===== src/rtl/fft_ctrl_pkg.sv =====
// Shared types and helpers for the FFT controller and its address generator.
// Holds the sequencer state encoding and the stage-index width helper.
package fft_ctrl_pkg;

    typedef enum logic [1:0] {
        IDLE  = 2'd0,
        ISSUE = 2'd1,
        DRAIN = 2'd2,
        DONE  = 2'd3
    } ctrlState_t;

    // Bits needed to hold a stage index 0..log2(n)-1 (at least one bit).
    function automatic int stageWidth(input int n);
        int logN;
        logN = $clog2(n);
        return (logN > 1) ? $clog2(logN) : 1;
    endfunction

endpackage


===== src/rtl/fft_dly_line.sv =====
// Fixed-depth shift register that carries the write-side {valid,stage,pair} tag.
// A synchronous clear empties every slot so nothing in flight survives a reset.
module fft_dly_line #(
    parameter int WIDTH = 8,
    parameter int DEPTH = 3
) (
    input  logic             i_clk,
    input  logic             i_clr,
    input  logic [WIDTH-1:0] i_data,
    output logic [WIDTH-1:0] o_data
);

    logic [WIDTH-1:0] r_pipe [DEPTH];

    always_ff @(posedge i_clk) begin
        if (i_clr) begin
            for (int k = 0; k < DEPTH; k++) begin
                r_pipe[k] <= '0;
            end
        end else begin
            r_pipe[0] <= i_data;
            for (int k = 1; k < DEPTH; k++) begin
                r_pipe[k] <= r_pipe[k-1];
            end
        end
    end

    assign o_data = r_pipe[DEPTH-1];

endmodule


===== src/rtl/fft_ctrl.sv =====
// Stage/pair sequencer for the in-place radix-2 FFT, with a matched write-back tag.
// Optional macro FFT_CTRL_CYCLE_CNT_EN adds the o_cycles busy-cycle counter.
module fft_ctrl
    import fft_ctrl_pkg::*;
#(
    parameter int N      = 8,
    parameter int I      = 4,
    parameter int F      = 4,
    parameter int RD_LAT = 1,
    parameter int BF_LAT = 2
) (
    input  logic                     i_clk,
    input  logic                     i_rst,
    input  logic                     i_start,
    output logic                     o_busy,
    output logic                     o_done,
    output logic                     o_rd_en,
    output logic [stageWidth(N)-1:0] o_stage,
    output logic [$clog2(N)-1:0]     o_pair,
    output logic                     o_wr_en,
    output logic [stageWidth(N)-1:0] o_wr_stage,
    output logic [$clog2(N)-1:0]     o_wr_pair
`ifdef FFT_CTRL_CYCLE_CNT_EN
    ,
    output logic [15:0]              o_cycles
`endif
);

    localparam int LOGN = $clog2(N);
    localparam int STW  = stageWidth(N);
    localparam int PW   = LOGN;
    localparam int D    = RD_LAT + BF_LAT;
    localparam int DCW  = $clog2(D + 1);
    localparam int DLW  = 1 + STW + PW;

    localparam logic [PW-1:0]  LAST_PAIR  = PW'(N / 2 - 1);
    localparam logic [STW-1:0] LAST_STAGE = STW'(LOGN - 1);
    localparam logic [DCW-1:0] LAST_DRAIN = DCW'(D - 1);

    // Sample widths only matter to the datapath; they are checked here for sanity.
    if (N < 4 || (N & (N - 1)) != 0 || RD_LAT < 1 || BF_LAT < 0 || (I + F) < 1) begin : g_badParams
        $error("fft_ctrl: illegal parameter set");
    end

    ctrlState_t       r_state;
    logic             r_busy;
    logic             r_done;
    logic             r_rdEn;
    logic [STW-1:0]   r_stage;
    logic [PW-1:0]    r_pair;
    logic [DCW-1:0]   r_drainCnt;
    logic [DLW-1:0]   w_dlyIn;
    logic [DLW-1:0]   w_dlyOut;

    // DRAIN lasts exactly D cycles so the last write lands just before the next stage reads.
    always_ff @(posedge i_clk) begin
        if (i_rst) begin
            r_state    <= IDLE;
            r_busy     <= 1'b0;
            r_done     <= 1'b0;
            r_rdEn     <= 1'b0;
            r_stage    <= '0;
            r_pair     <= '0;
            r_drainCnt <= '0;
        end else begin
            r_done <= 1'b0;
            case (r_state)
                IDLE: begin
                    if (i_start) begin
                        r_state <= ISSUE;
                        r_busy  <= 1'b1;
                        r_rdEn  <= 1'b1;
                        r_stage <= '0;
                        r_pair  <= '0;
                    end
                end
                ISSUE: begin
                    if (r_pair == LAST_PAIR) begin
                        r_state    <= DRAIN;
                        r_rdEn     <= 1'b0;
                        r_drainCnt <= '0;
                    end else begin
                        r_pair <= r_pair + PW'(1);
                    end
                end
                DRAIN: begin
                    if (r_drainCnt == LAST_DRAIN) begin
                        if (r_stage == LAST_STAGE) begin
                            r_state <= DONE;
                            r_done  <= 1'b1;
                        end else begin
                            r_state <= ISSUE;
                            r_rdEn  <= 1'b1;
                            r_stage <= r_stage + STW'(1);
                            r_pair  <= '0;
                        end
                    end else begin
                        r_drainCnt <= r_drainCnt + DCW'(1);
                    end
                end
                DONE: begin
                    r_state <= IDLE;
                    r_busy  <= 1'b0;
                end
                default: begin
                    r_state <= IDLE;
                    r_busy  <= 1'b0;
                    r_rdEn  <= 1'b0;
                end
            endcase
        end
    end

    assign w_dlyIn = {r_rdEn, r_stage, r_pair};

    fft_dly_line #(
        .WIDTH (DLW),
        .DEPTH (D)
    ) u_wrDly (
        .i_clk  (i_clk),
        .i_clr  (i_rst),
        .i_data (w_dlyIn),
        .o_data (w_dlyOut)
    );

    assign o_busy  = r_busy;
    assign o_done  = r_done;
    assign o_rd_en = r_rdEn;
    assign o_stage = r_stage;
    assign o_pair  = r_pair;
    assign {o_wr_en, o_wr_stage, o_wr_pair} = w_dlyOut;

`ifdef FFT_CTRL_CYCLE_CNT_EN
    logic [15:0] r_cycles;

    // Counts busy cycles of the current transform and keeps the total once idle.
    always_ff @(posedge i_clk) begin
        if (i_rst) begin
            r_cycles <= '0;
        end else if (r_state == IDLE && i_start) begin
            r_cycles <= '0;
        end else if (r_busy && r_cycles != 16'hFFFF) begin
            r_cycles <= r_cycles + 16'd1;
        end
    end

    assign o_cycles = r_cycles;
`endif

endmodule


===== config.mk =====
export PLATFORM = sky130hd
export DESIGN_NAME = fft_ctrl
export DESIGN_NICKNAME = d
export VERILOG_FILES = /design/src/rtl/fft_ctrl_pkg.sv /design/src/rtl/fft_dly_line.sv /design/src/rtl/fft_ctrl.sv
export SDC_FILE = /design/constraint.sdc
export NUM_CORES = 1
export LEC_CHECK = 0
export ABC_CLOCK_PERIOD_IN_PS = 2200
export CAP_MARGIN = 10
export CORE_ASPECT_RATIO = 1.25
export CORE_UTILIZATION = 35
export DETAILED_ROUTE_END_ITERATION = 16
export DONT_BUFFER_PORTS = 1
export PLACE_DENSITY = 0.5
export SETUP_SLACK_MARGIN = 0.02
export SYNTH_ARGS = -nofsm -noshare
export SYNTH_HDL_FRONTEND = slang
export SYNTH_SLANG_ARGS = --single-unit

===== constraint.sdc =====
create_clock -name i_clk -period 2.2 [get_ports i_clk]
set_input_delay 0.22 -clock i_clk [delete_from_list [all_inputs] [get_ports i_clk]]
set_output_delay 0.22 -clock i_clk [all_outputs]
set_load 0.005 [all_outputs]

==> impl_results.md <==
* Crit-path max FO at 7
* First DRT Iteration DRCs at 12
* Clk_skew at 0.008299 ns
* Netlist cell types at 29
* Antenna violations before repair at 0
* Outcome: finished, final reports clean
* Final min period at 1.705 ns
* Vias in the first global route at 666
* # IOs at 17
* Area delta synth->final at 5.660%
* PD cells at 802.8 mW/mm²
* GRT Overall Usage at 0.1329
* CTS H-tree depth at 2
* Clock tree from TritonCTS: yes
* Clock sink count at 30
* Via/cell ratio at 5.014
* Async S/R FF share, synth at 0
* Port Buf Inserts at 0
* Max-cap viol count at 0
* Setup-failing EPs final at 0
* Worst hold path type: primary input to register
* First-pass GRT wire length at 3174 µm
* EDFF count, synth at 0
* Core Box Area at 0.003000 mm²
* Ys flop type: dfxtp_1
* Reg2Reg Setup Slack at 0.50 ns
* CTS root buf: clkbuf_4
* NumNets Final at 114
* Hold_ws at 0.06786 ns
* Area of the mapped netlist at 0.001127 mm²
* Max VDD drop at 0.4059 mV
* Leak Pwr at 0.0004361 µW
* Worst-path clk slew at 0.10 ns
* Worst skew pair latency at 0.32 ns
* Max Slew Vio Count at 0
* Die span in x at 52.76 µm
* FP Rows at 22
* Hold Violations, Final at 0
* Cts-stage hold buffer count at 2
* Critical path endpoint category: register
* Critical path type: register to register
* Post-Synthesis Cells at 109
* Drc violations at 0
* Final ANT Viol Nets at 0
* Initial Util at 0.3757
* Vias at 722
* Startpoint Class: register
* TritonCTS Buffers at 5
* Setup TNS at 0 ns
* 1st-pass router iterations at 4
* F_max at 586.5 MHz
* Syn avg cell area at 10.34 µm²
* Largest net degree at the start of global routing at 27
* Avg WL per Cell at 12.87 µm
* Synth Register Bits at 30
* RSZ-0062 raised after global routing: no
* Clk buf depth at 2
* Syn Nets at 116
* Die area at 0.003453 mm²
* Actual slew at the worst max-slew pin at 0.9301 ns
* Share of cells above drive strength 1 at 0.09259
* GPL Wtd Cong at 0.7175
* Die Y at 65.45 µm
* Synthesis Warnings at 0
* WP data required at 2.47 ns
* Rel. slew slack at 0.3779
* Antenna diodes at 0
* Drt total wl at 1853 µm
* Fin crit share at 0.7750
* Total gr overflow at 0
* WP data arrival at 1.98 ns
* Resized Gates After CTS at 0
* Post-DP HPWL at 1149 µm
* Setup repair bufs after CTS at 0
* Sequential fraction of the synthesis area at 0.5327
## where the power goes
part           total (µW)  internal (µW)  switching, µW
registers             569            555           13.5
logic                42.3           19.2           23.1
clock network         345            153            192
## critical path, stage by stage, from the launching register on
cell and delay, ns:
dfxtp_1 0.36, ha_1 0.21, ha_1 0.21, or3b_1 0.46
or3_1 0.36, o21ai_2 0.06
## per-stage QoR
stage	area [µm²]	util	instances	power [µW]	worst slack, ns
floorplan	1127	-	109	613.9	0.5865
global placement	1107	0.3691	134	611.8	0.5608
detailed placement	1107	0.3691	134	613.3	0.5163
CTS	1191	0.3970	144	972.7	0.4918
global route	1191	0.3970	144	996.8	0.3850
finish	1191	0.3970	144	956.3	0.4951
## logic make-up (layout without fill, tap and decap cells)
family | Yosys count | in the layout | synth area share
adders and majority gates | 4 | 4 | 0.04440
and+or+nand+nor | 44 | 44 | 0.2386
DFF | 30 | 30 | 0.5327
buffers and inverters | 15 | 14 | 0.07104
AOI/OAI and AO/OA | 14 | 14 | 0.09435
muxes | 2 | 2 | 0.01887
## final timing paths
| check | start | endpoint | depth (start not counted) |
|---|---|---|---|
| hold / removal | i_rst | o_pair[0]$_SDFFE_PP0P_ | 2 |
| hold reg to reg | u_wrDly.r_pipe[0][3]$_SDFF_PP0_ | u_wrDly.r_pipe[0][9]$_SDFF_PP0_ | 1 |
| setup / recovery | o_pair[0]$_SDFFE_PP0P_ | o_pair[0]$_SDFFE_PP0P_ | 5 |
| setup reg to reg | o_pair[0]$_SDFFE_PP0P_ | o_pair[0]$_SDFFE_PP0P_ | 5 |
## state kept, by name, summed over array words and instances, names as in the netlist
name and cells:
o_rd_en 1, o_done 1, r_state 2, r_drainCnt 2, o_stage 2, o_busy 1
u_wrDly.r_pipe 18, o_pair 3
## cell usage in the layout (no fill, tap or decap), drive strengths merged
| cell | instances |
|---|---|
| a2111oi | 1 |
| nor2b | 20 |
| o31ai | 1 |
| clkbuf | 6 |
| nand2b | 4 |
| or3 | 1 |
| clkinv | 1 |
| o21bai | 2 |
| dfxtp | 30 |
| ha | 4 |
| and3b | 1 |
| o2bb2ai | 1 |
| dlygate4sd3 | 2 |
| nand4b | 1 |
| nor4b | 1 |
| o21ai | 1 |
| mux2i | 1 |
| nor2 | 4 |
| or3b | 3 |
| a211oi | 1 |
| nand2 | 6 |
| clkinvlp | 1 |
| a21o | 1 |
| nor3b | 1 |
| mux2 | 1 |
| a21oi | 4 |
| o32ai | 2 |
| nand3b | 2 |
| inv | 4 |
## synthesized netlist by cell type, types with 2 or more instances
master	instances	area [µm²]
nor2b_1	20	125.1
o21bai_1	2	15.01
clkbuf_1	2	7.510
nand2_1	6	22.52
ha_1	4	50.05
inv_1	4	15.01
nand2b_1	4	25.02
buf_2	4	20.02
a21oi_1	3	15.01
or3b_1	3	26.28
o32ai_1	2	17.52
buf_4	5	37.54
dfxtp_1	30	600.6
nor2_1	4	15.01
nand3b_1	2	15.01
## final cells by class
| type | instances | area [µm²] |
|---|---|---|
| multi-input combinational | 64 | 446.7 |
| clock buffer | 6 | 51.30 |
| clock inverter | 2 | 12.51 |
| timing repair buffer | 2 | 20.02 |
| fill | 315 | 1809 |
| sequential | 30 | 600.6 |
| inverter | 4 | 15.01 |
| tap | 36 | 45.04 |
## routing by layer
metal,vias up,global-route usage,share of wire
li1,358,-,-
met1,343,0.1471,0.45
met2,15,0.2009,0.47
met3,6,0.05787,0.057
met4,0,0.08882,0.028
met5,-,0,0
(Power assumes the default switching activity.)
